### config.mk
export PLATFORM = sky130hd
export DESIGN_NAME = bus_control_unit
export DESIGN_NICKNAME = d
export VERILOG_FILES = /design/src/rtl/v30mz_bus_pkg.sv /design/src/rtl/bus_control_unit.sv
export SDC_FILE = /design/constraint.sdc
export NUM_CORES = 1
export LEC_CHECK = 0
export CAP_MARGIN = 40
export CORE_MARGIN = 2
export CORE_UTILIZATION = 45
export CTS_CLUSTER_DIAMETER = 200
export DETAILED_ROUTE_END_ITERATION = 8
export PLACE_DENSITY = 0.73
export SLEW_MARGIN = 40
export SYNTH_ARGS = -nofsm -noshare
export SYNTH_HDL_FRONTEND = slang
export SYNTH_SLANG_ARGS = --single-unit
### constraint.sdc
create_clock -name clk -period 7.1 [get_ports clk]
set_input_delay 1.42 -clock clk [delete_from_list [all_inputs] [get_ports clk]]
set_output_delay 1.42 -clock clk [all_outputs]
set_load 0.05 [all_outputs]
### src/rtl/v30mz_bus_pkg.sv
`default_nettype none
// ============================================================================
//  Package     : v30mz_bus_pkg
//  Description : Shared bus command, bus status and BCU state types for the
//                V30MZ bus interface.
//  Revision    : 1.0 - initial release
// ============================================================================
package v30mz_bus_pkg;

    // Command issued by the execution unit; held until eu_done
    typedef enum logic [1:0] {
        CMD_IDLE  = 2'd0,
        CMD_READ  = 2'd1,
        CMD_WRITE = 2'd2
    } bus_command_t;

    // Encodings driven onto bus_status
    localparam logic [3:0] BUS_STATUS_IDLE  = 4'hf;
    localparam logic [3:0] BUS_STATUS_READ  = 4'b1001;
    localparam logic [3:0] BUS_STATUS_WRITE = 4'b1010;

    // BCU sequencer states
    typedef enum logic [1:0] {
        BCU_IDLE  = 2'd0,
        BCU_FETCH = 2'd1,
        BCU_EU_LO = 2'd2,
        BCU_EU_HI = 2'd3
    } bcu_state_t;

endpackage
`default_nettype wire

### src/rtl/bus_control_unit.sv
`default_nettype none
// ============================================================================
//  Module      : bus_control_unit
//  Description : V30MZ bus control unit. Arbitrates EU accesses against
//                instruction prefetch, owns the prefetch pointer, splits
//                odd-address word accesses into two byte cycles and handles
//                prefetch flush/redirect on branches.
//  Revision    : 1.0 - initial release
// ============================================================================
module bus_control_unit
    import v30mz_bus_pkg::*;
#(
    parameter int QUEUE_DEPTH = 8,
    parameter int EU_PRIORITY = 1,
    parameter int ADDR_W      = 20
) (
    input  logic                           clk,
    input  logic                           reset,
    input  logic [15:0]                    ps,
    input  logic                           flush,
    input  logic [15:0]                    flush_pfp,
    input  bus_command_t                   eu_cmd,
    input  logic                           eu_word,
    input  logic [ADDR_W-1:0]              eu_addr,
    input  logic [15:0]                    eu_wdata,
    output logic [15:0]                    eu_rdata,
    output logic                           eu_done,
    input  logic [$clog2(QUEUE_DEPTH):0]   queue_count,
    output logic                           queue_push,
    output logic                           queue_push_two,
    output logic [15:0]                    queue_data,
    output logic                           queue_clear,
    output logic [15:0]                    pfp,
    input  logic                           readyb,
    input  logic [15:0]                    data_in,
    output logic [15:0]                    data_out,
    output logic [ADDR_W-1:0]              address_out,
    output logic                           bus_ube_n,
    output logic [3:0]                     bus_status
);

    localparam int CNT_W = $clog2(QUEUE_DEPTH) + 1;
    // Wide enough for count + pending push + completing push + request size
    localparam int OCC_W = CNT_W + 1;

    bcu_state_t          state_q;
    logic [15:0]         pfp_q;
    logic [ADDR_W-1:0]   addr_q;
    logic                ube_n_q;
    logic [3:0]          status_q;
    logic [15:0]         data_out_q;
    logic [15:0]         eu_rdata_q;
    logic                eu_done_q;
    logic                push_q;
    logic                push_two_q;
    logic [15:0]         qdata_q;
    logic                split_q;     // current EU access is an odd-address word
    logic                fetch_two_q; // current fetch is a word (even PFP)
    logic                discard_q;   // in-flight fetch was overtaken by a flush
    logic [7:0]          lo_byte_q;

    logic                fetch_done;
    logic                eu_finish;
    logic                boundary;
    logic                push_now;
    logic                eu_pending;
    logic [15:0]         pfp_d;
    logic [OCC_W-1:0]    occupied;
    logic [OCC_W-1:0]    need;
    logic                fetch_ok;
    logic                fetch_first;
    logic                issue_eu;
    logic                issue_fetch;
    logic [ADDR_W-1:0]   fetch_addr;

    // Issue arbitration and prefetch-pointer next value
    always_comb begin
        fetch_done  = (state_q == BCU_FETCH) && !readyb;
        eu_finish   = !readyb && ((state_q == BCU_EU_HI) ||
                                  ((state_q == BCU_EU_LO) && !split_q));
        boundary    = (state_q == BCU_IDLE) || fetch_done || eu_finish;
        push_now    = fetch_done && !discard_q && !flush;
        // eu_cmd is still held on the completing edge and the one after it
        eu_pending  = (eu_cmd != CMD_IDLE) && !eu_done_q && !eu_finish;

        pfp_d = pfp_q;
        if (flush)
            pfp_d = flush_pfp;
        else if (fetch_done && !discard_q)
            pfp_d = pfp_q + (fetch_two_q ? 16'd2 : 16'd1);

        // Bytes the queue will hold once pushes already committed have landed
        occupied = '0;
        if (!flush) begin
            occupied = OCC_W'(queue_count);
            if (push_q)
                occupied = occupied + (push_two_q ? OCC_W'(2) : OCC_W'(1));
            if (push_now)
                occupied = occupied + (fetch_two_q ? OCC_W'(2) : OCC_W'(1));
        end
        need        = pfp_d[0] ? OCC_W'(1) : OCC_W'(2);
        fetch_ok    = (occupied + need) <= OCC_W'(QUEUE_DEPTH);
        fetch_first = (EU_PRIORITY == 0) && (queue_count < CNT_W'(2));

        issue_eu    = boundary && eu_pending && !(fetch_first && fetch_ok);
        issue_fetch = boundary && fetch_ok && !issue_eu;
        fetch_addr  = {ps, 4'b0000} + {{(ADDR_W-16){1'b0}}, pfp_d};
    end

    // Bus cycle sequencer with registered bus, EU and queue outputs
    always_ff @(posedge clk or posedge reset) begin
        if (reset) begin
            state_q     <= BCU_IDLE;
            pfp_q       <= 16'h0000;
            addr_q      <= '1;
            ube_n_q     <= 1'b1;
            status_q    <= BUS_STATUS_IDLE;
            data_out_q  <= 16'h0000;
            eu_rdata_q  <= 16'h0000;
            eu_done_q   <= 1'b0;
            push_q      <= 1'b0;
            push_two_q  <= 1'b0;
            qdata_q     <= 16'h0000;
            split_q     <= 1'b0;
            fetch_two_q <= 1'b0;
            discard_q   <= 1'b0;
            lo_byte_q   <= 8'h00;
        end else begin
            eu_done_q <= 1'b0;
            push_q    <= 1'b0;
            pfp_q     <= pfp_d;

            if ((state_q == BCU_FETCH) && flush && !fetch_done)
                discard_q <= 1'b1;
            else if (fetch_done)
                discard_q <= 1'b0;

            if (push_now) begin
                push_q     <= 1'b1;
                push_two_q <= fetch_two_q;
                // Odd-PFP fetches arrive on the upper lane
                qdata_q    <= fetch_two_q ? data_in : {8'h00, data_in[15:8]};
            end

            // First half of a split word: low byte came in on the upper lane
            if ((state_q == BCU_EU_LO) && !readyb && split_q) begin
                lo_byte_q  <= data_in[15:8];
                state_q    <= BCU_EU_HI;
                addr_q     <= eu_addr + ADDR_W'(1);
                ube_n_q    <= 1'b1;
                data_out_q <= {8'h00, eu_wdata[15:8]};
            end

            if (eu_finish) begin
                eu_done_q <= 1'b1;
                if (eu_cmd == CMD_READ) begin
                    if (state_q == BCU_EU_HI)
                        eu_rdata_q <= {data_in[7:0], lo_byte_q};
                    else if (eu_word)
                        eu_rdata_q <= data_in;
                    else if (eu_addr[0])
                        eu_rdata_q <= {8'h00, data_in[15:8]};
                    else
                        eu_rdata_q <= {8'h00, data_in[7:0]};
                end
            end

            if (boundary) begin
                if (issue_eu) begin
                    state_q    <= BCU_EU_LO;
                    addr_q     <= eu_addr;
                    split_q    <= eu_word && eu_addr[0];
                    ube_n_q    <= !(eu_word || eu_addr[0]);
                    status_q   <= (eu_cmd == CMD_WRITE) ? BUS_STATUS_WRITE
                                                        : BUS_STATUS_READ;
                    if (eu_addr[0])
                        data_out_q <= {eu_wdata[7:0], 8'h00};
                    else if (eu_word)
                        data_out_q <= eu_wdata;
                    else
                        data_out_q <= {8'h00, eu_wdata[7:0]};
                end else if (issue_fetch) begin
                    state_q     <= BCU_FETCH;
                    addr_q      <= fetch_addr;
                    fetch_two_q <= !pfp_d[0];
                    discard_q   <= 1'b0;
                    ube_n_q     <= 1'b0;
                    status_q    <= BUS_STATUS_READ;
                end else begin
                    state_q  <= BCU_IDLE;
                    ube_n_q  <= 1'b1;
                    status_q <= BUS_STATUS_IDLE;
                end
            end
        end
    end

    assign queue_clear    = flush;
    assign pfp            = pfp_q;
    assign address_out    = addr_q;
    assign bus_ube_n      = ube_n_q;
    assign bus_status     = status_q;
    assign data_out       = data_out_q;
    assign eu_rdata       = eu_rdata_q;
    assign eu_done        = eu_done_q;
    assign queue_push     = push_q;
    assign queue_push_two = push_two_q;
    assign queue_data     = qdata_q;

endmodule
`default_nettype wire

; Word-level counts from Yosys, hierarchy flattened
; Cells that the tools add are included.
[word_totals]
ff_bits = 105
out_inout_bits = 93
word_cells = 104
[op_classes]
n_addsub = 6
n_lt_le_gt_ge = 1
n_eq_ne = 5
mux = 41
n_bitwise = 1
reduce_logical = 35
[op_table]
columns = operator, count
row1 = two-way mux 16 bit, 10
row2 = two-way mux 20 bit, 4
row3 = "adder 20 x 1 -> 20 bit, second input constant", 1
row4 = adder 20 x 16 -> 20 bit, 1
row5 = two-way mux 5 bit, 4
row6 = adder 16 x 2 -> 16 bit, 1
row7 = two-way mux 2 bit, 8
row8 = logical AND 1 bit, 15
row9 = two-way mux 1 bit, 12
row10 = adder 5 x 2 -> 5 bit, 2
row11 = logical NOT 1 bit, 10
row12 = two-way mux 8 bit, 1
row13 = "== test 2 bit, second input constant", 3
row14 = two-way mux 3 bit, 2
row15 = adder 4 x 2 -> 5 bit, 1
row16 = "<= comparator 5 x 4 -> 1 bit, second input constant", 1
row17 = "== test 2 x 1 -> 1 bit, second input constant", 2
row18 = logical OR 1 bit, 4
row19 = AND reduction 2 bit, 2
row20 = nonzero test 2 bit, 2
row21 = AND reduction 3 bit, 1
row22 = logical NOT 2 bit, 1
row23 = inverter 1 bit, 1

; Longest topological paths before layout
[logic_depth]
ltp_word = 14
mapped_depth = 18
depth_no_buf = 16

; Worst setup path after synthesis
; OpenSTA, ideal clock, no wires.
[synth_path]
kind = in2reg
startpoint = in queue_count[0]
endpoint = reg addr_q[9] (netlist: address_out[9])
arrival_time_ns = 4.998
required_ns = 7.017
slack_ns = 2.019
path_stages = 12
path_cell_list = ha_1 fa_1 mux2_2 fa_1 nor2_1 nor3_1 fa_1 or2_2 a2111oi_4 nand2b_1 nand3_2 a221o_1
[synth_between]
elab_chain_cells = 13
[synth_lines]
columns = item, line_no
row1 = "start, declared", bus_control_unit.sv:28  ; input logic [$clog2(QUEUE_DEPTH):0] queue_count,
row2 = adder 4 x 2 -> 5 bit, bus_control_unit.sv:97  ; occupied = occupied + (push_two_q ? OCC_W'(2) : OCC_W'(1));
row3 = two-way mux 5 bit (*), bus_control_unit.sv:96  ; if (push_q)
row4 = two-way mux 5 bit (*), bus_control_unit.sv:94  ; if (!flush) begin
row5 = adder 5 x 2 -> 5 bit, bus_control_unit.sv:99  ; occupied = occupied + (fetch_two_q ? OCC_W'(2) : OCC_W'(1));
row6 = two-way mux 5 bit (*), bus_control_unit.sv:98  ; if (push_now)
row7 = two-way mux 5 bit (*), bus_control_unit.sv:94
row8 = adder 5 x 2 -> 5 bit (*), bus_control_unit.sv:102  ; fetch_ok = (occupied + need) <= OCC_W'(QUEUE_DEPTH);
row9 = <= comparator 5 x 4 -> 1 bit (*), bus_control_unit.sv:102
row10 = logical AND 1 bit (*) (2 in series), bus_control_unit.sv:106  ; issue_fetch = boundary && fetch_ok && !issue_eu;
row11 = two-way mux 20 bit (*), bus_control_unit.sv:182  ; end else if (issue_fetch) begin
row12 = two-way mux 20 bit (*), bus_control_unit.sv:169  ; if (issue_eu) begin
row13 = two-way mux 20 bit (*), bus_control_unit.sv:168  ; if (boundary) begin
row14 = "end signal, assigned", bus_control_unit.sv:149  ; addr_q <= eu_addr + ADDR_W'(1);
row15 = "end signal, assigned", bus_control_unit.sv:171  ; addr_q <= eu_addr;
row16 = "end signal, assigned", bus_control_unit.sv:184  ; addr_q <= fetch_addr;
row17 = "end, declared", bus_control_unit.sv:48  ; logic [ADDR_W-1:0] addr_q;
; Mark *: on every way between the ends. The rest lies on a longest branch, timed or not. The select of a mux whose other input is x is not followed.
; A chain may end at the register's enable or synchronous reset.

; Worst setup path after layout
[layout_path]
startpoint = in queue_count[0]
endpoint = reg addr_q[19] (netlist: address_out[19])
; The elaborated chain is that of the path after synthesis.

==> impl_metrics.csv <==
group,metric,value,unit
run_status,status,"complete, no violations",
detailed_routing,drt_wl_total,19120,um
worst_setup_path,cp_data_required_time,7.38,ns
global_routing,first_global_vias,6090,
timing,tightest_slew,0.7343,ns
cts,tritoncts,"built",
power,swShare,0.4908,
cts,post_cts_resized,0,
power,peakVddDrop,0.0002454,V
floorplan,io_pins,188,
job,maxCapViolCount,0,
power,switching_power,1.868,mW
detailed_routing,vias_per_cell,5.733,
synth,synth_fa_ha_area_frac,0.05544,
power,powerDensity,432.4,mW/mm2
timing,fin_crit,5.673,ns
place,dpl_cell_area,0.008474,mm2
worst_setup_path,cpPeakStageDelay,0.51,ns
worst_setup_path,critPathSlowestCell,"fa_1",
floorplan,core-area,0.01437,mm2
final_layout,area_growth,34.49,%
floorplan,die-width,124.6,um
detailed_routing,ant_nets,0,
floorplan,dieArea,0.01553,mm2
timing,setup_violations,0,
power,comb_power_share,0.570,
final_layout,fillers,1252,
detailed_routing,route.detailed.drc,0,
worst_setup_path,cp.arrival,5.96,ns
power,p_clk_frac,0.138,
final_layout,drive_gt1_frac,0.08782,
timing,setup_tns,0,ns
synth,ys_ff_latch,104,
timing,period_share,0.7990,
synth,yosys.cell_types.count,75,
synth,synth_top_cells_by_count,"nand2_1 (127), dfrtp_1 (80), o21ai_0 (61), nor2_1 (56), nand3_1 (49)",
final_layout,fin_nets,1027,
synth,yosysMostFrequentCell,"nand2_1",
synth,synth_top_family_by_area,"compound AO/OA/AOI/OAI gates",
cts,clk_pin_slew,0.07,ns
power,pwr-share-seq,0.291,
place,place_inst,1078,
timing,clock.fmax,176.3,MHz
synth,yosysTopAreaCell,"dfrtp_1",
power,p_int,1.938,mW
synth,yosysTopAreaCellShare,0.3059,
min_path,min_path_type,"reg2reg",
place,place.gp.congestion,0.9040,
synth,synth_nets,872,
synth,postSynth.asyncResetShare,1.000,
floorplan,placementRows,44,
cts,cts_sinks,104,
detailed_routing,vias,6278,
worst_setup_path,setup.worst_path.end_class,"flop",
timing,slew_viol_final,0,
global_routing,grt_usage,0.2474,
global_routing,grt_pass1_wl,31130,um
synth,synth_xor_area_frac,0.04798,
timing,fin_skew,0.01023,ns
worst_setup_path,path_delay_family,"adder cells",
timing,setup_ws,1.427,ns
synth,synthSimpleGateAreaFrac,0.2082,
worst_setup_path,critPathMaxFanout,12,
final_layout,ff_latch_area,0.002634,mm2
worst_setup_path,crit_path_frequent_cell,"fa_1",
detailed_routing,drt-initial-drc-count,525,
power,p_leak,3.629,nW
synth,dominantRegCellSynth,"dfrtp_1",
synth,yosys-top-cells-area,"dfrtp_1 (31%), dfstp_2 (9.6%), nand2_1 (7.3%)",
place,hpwl,14150,um
global_routing,overflow,0,
synth,avgSynthCellArea,8.715,um2
cts,root_buffer,"clkbuf_16",
worst_setup_path,path_class,"in2reg",
final_layout,multi_input_area,0.003645,mm2
timing,maxSlewHeadroom,0.5059,
detailed_routing,wl_per_cell,17.46,um
worst_setup_path,path_cells,"clkdlybuf4s50_1 > ha_1 > fa_1 > mux2_2 > fa_1 > nor2_1 > nor3_1 > fa_1 > nor2_1 > o21ai_0 > a211oi_1 > a2111o_1 > o211ai_2 > o2111a_1 > a221o_1",
synth,synthMuxAreaShare,0.03116,
cts,insertion_delay,0.36,ns
worst_setup_path,worstSetupStartpointType,"input port",
final_layout,n_antenna_cell,0,
floorplan,die_h,124.6,um
detailed_routing,drt-pass1-iter-count,5,
timing,rsz0062_at_grt,"false",
global_routing,grt_max_degree,65,
global_routing,antenna_found_initial,1,
final_layout,finalNonFillerCells,1095,
timing,final_hold_viol_count,0,
cts,clockBufferDepth,2,
cts,numCtsBuffers,9,
cts,hold_buffers,0,
final_layout,design_area,0.008802,mm2
synth,synth-compound-area-share,0.2120,
synth,synth-edff-count,0,
place,io_buffers,186,
place,place_ws,1.116,ns
synth,ys_seq_area_frac,0.4022,
synth,yosysWarnings,0,
synth,syn_inst,751,
floorplan,initial_core_util,0.4555,
worst_setup_path,crit_buf_inv,1,
cts,cts_setup_buffers,0,
cts,h-tree-depth,3,
synth,syn-cell-area,0.006545,mm2
[power by group through the flow]
stage,clock [mW],sequential (mW),combinational (mW)
floorplan,0,1.82,0.761
global placement,0,1.11,2.14
detailed placement,0,1.11,2.17
CTS,0.533,1.11,2.17
global route,0.557,1.15,2.31
finish,0.526,1.11,2.17
[logic make-up after synthesis]
| family | after synthesis |
|---|---|
| AND/OR/NAND/NOR | 293 |
| AO/OA/AOI/OAI | 208 |
| flip-flops | 104 |
| buffers and inverters | 64 |
| XOR/XNOR | 35 |
| adder cells (fa/ha/maj) | 26 |
| multiplexers | 20 |
| other | 1 |
[final cells by class]
class | instances | area share
timing repair buffer | 193 | 0.2183
sequential | 104 | 0.2992
tap | 184 | 0.02615
multi-input combinational | 583 | 0.4141
inverter | 15 | 0.006681
clock inverter | 7 | 0.009950
clock buffer | 9 | 0.02559
[cell usage in the layout, fill, tap and decap left out, types with 4 or more instances in the layout]
cell / n
nand3b_1: 4
a21o_1: 5
dfrtp_1: 79
xnor2_1: 21
a211oi_1: 7
nor2_1: 55
nand4_1: 7
nor2b_1: 4
nand3_1: 48
dfstp_2: 24
nand2_1: 126
mux2i_1: 17
or2_2: 4
a31oi_1: 22
clkbuf_16: 9
nor3_1: 12
nor3b_1: 4
buf_4: 5
a22oi_1: 14
o21ai_0: 61
fa_1: 5
a21oi_1: 45
and3_1: 5
o21ai_1: 4
xor2_1: 13
clkdlybuf4s50_1: 186
inv_1: 14
ha_1: 21
o221ai_2: 4
nand2b_1: 4
[per-layer routing]
layer | part of all wire | up-vias | wire length (um) | track usage
met5 | 0 | - | 0 | 0
met4 | 0.032 | 0 | 613 | 0.1031
met3 | 0.072 | 46 | 1374 | 0.04167
met2 | 0.45 | 280 | 8631 | 0.3873
met1 | 0.44 | 2953 | 8497 | 0.3416
li1 | - | 2999 | - | -
[flip-flops by register name, indices dropped and copies added, names as in the netlist]
name and count:
eu_done 1, pfp 16, queue_push_two 1, discard_q 1, queue_push 1, eu_rdata 16
queue_data 16, split_q 1, bus_status 3, state_q 2, lo_byte_q 8, data_out 16
fetch_two_q 1, bus_ube_n 1, address_out 20
[through the flow]
stage | utilization | hold WS, ns | total power [mW]
CTS | 0.6115 | 0.4745 | 3.809
global route | 0.6126 | 0.5142 | 4.018
floorplan | - | 0.4309 | 2.577
finish | 0.6126 | 0.4677 | 3.806
detailed placement | 0.5898 | 0.4594 | 3.277
global placement | 0.5893 | 0.4499 | 3.246
[worst register-to-register path, stage by stage (launching register included)]
cell and delay (ns):
dfrtp_1 0.42, inv_1 0.09, ha_1 0.22, fa_1 0.44, mux2_2 0.32, fa_1 0.51, nor2_1 0.05, nor3_1 0.35
fa_1 0.50, nor2_1 0.17, o21ai_0 0.17, a211oi_1 0.34, a2111o_1 0.22, o211ai_2 0.32, o2111a_1 0.25, a221o_1 0.26
[worst paths after layout]
kind / start / slack, ns / cells after the start / endpoint
max: queue_count[0] / 1.43 / 15 / address_out[19]
min: queue_data[14] / 0.47 / 2 / queue_data[14]
max reg2reg: queue_push_two / 2.43 / 15 / address_out[19]
min reg2reg: queue_data[14] / 0.47 / 2 / queue_data[14]
max in group asynchronous: reset / 4.67 / 3 / fetch_two_q
min in group asynchronous: reset / 1.44 / 2 / eu_rdata[5]
No activity file was read; power rests on OpenSTA's default activity.
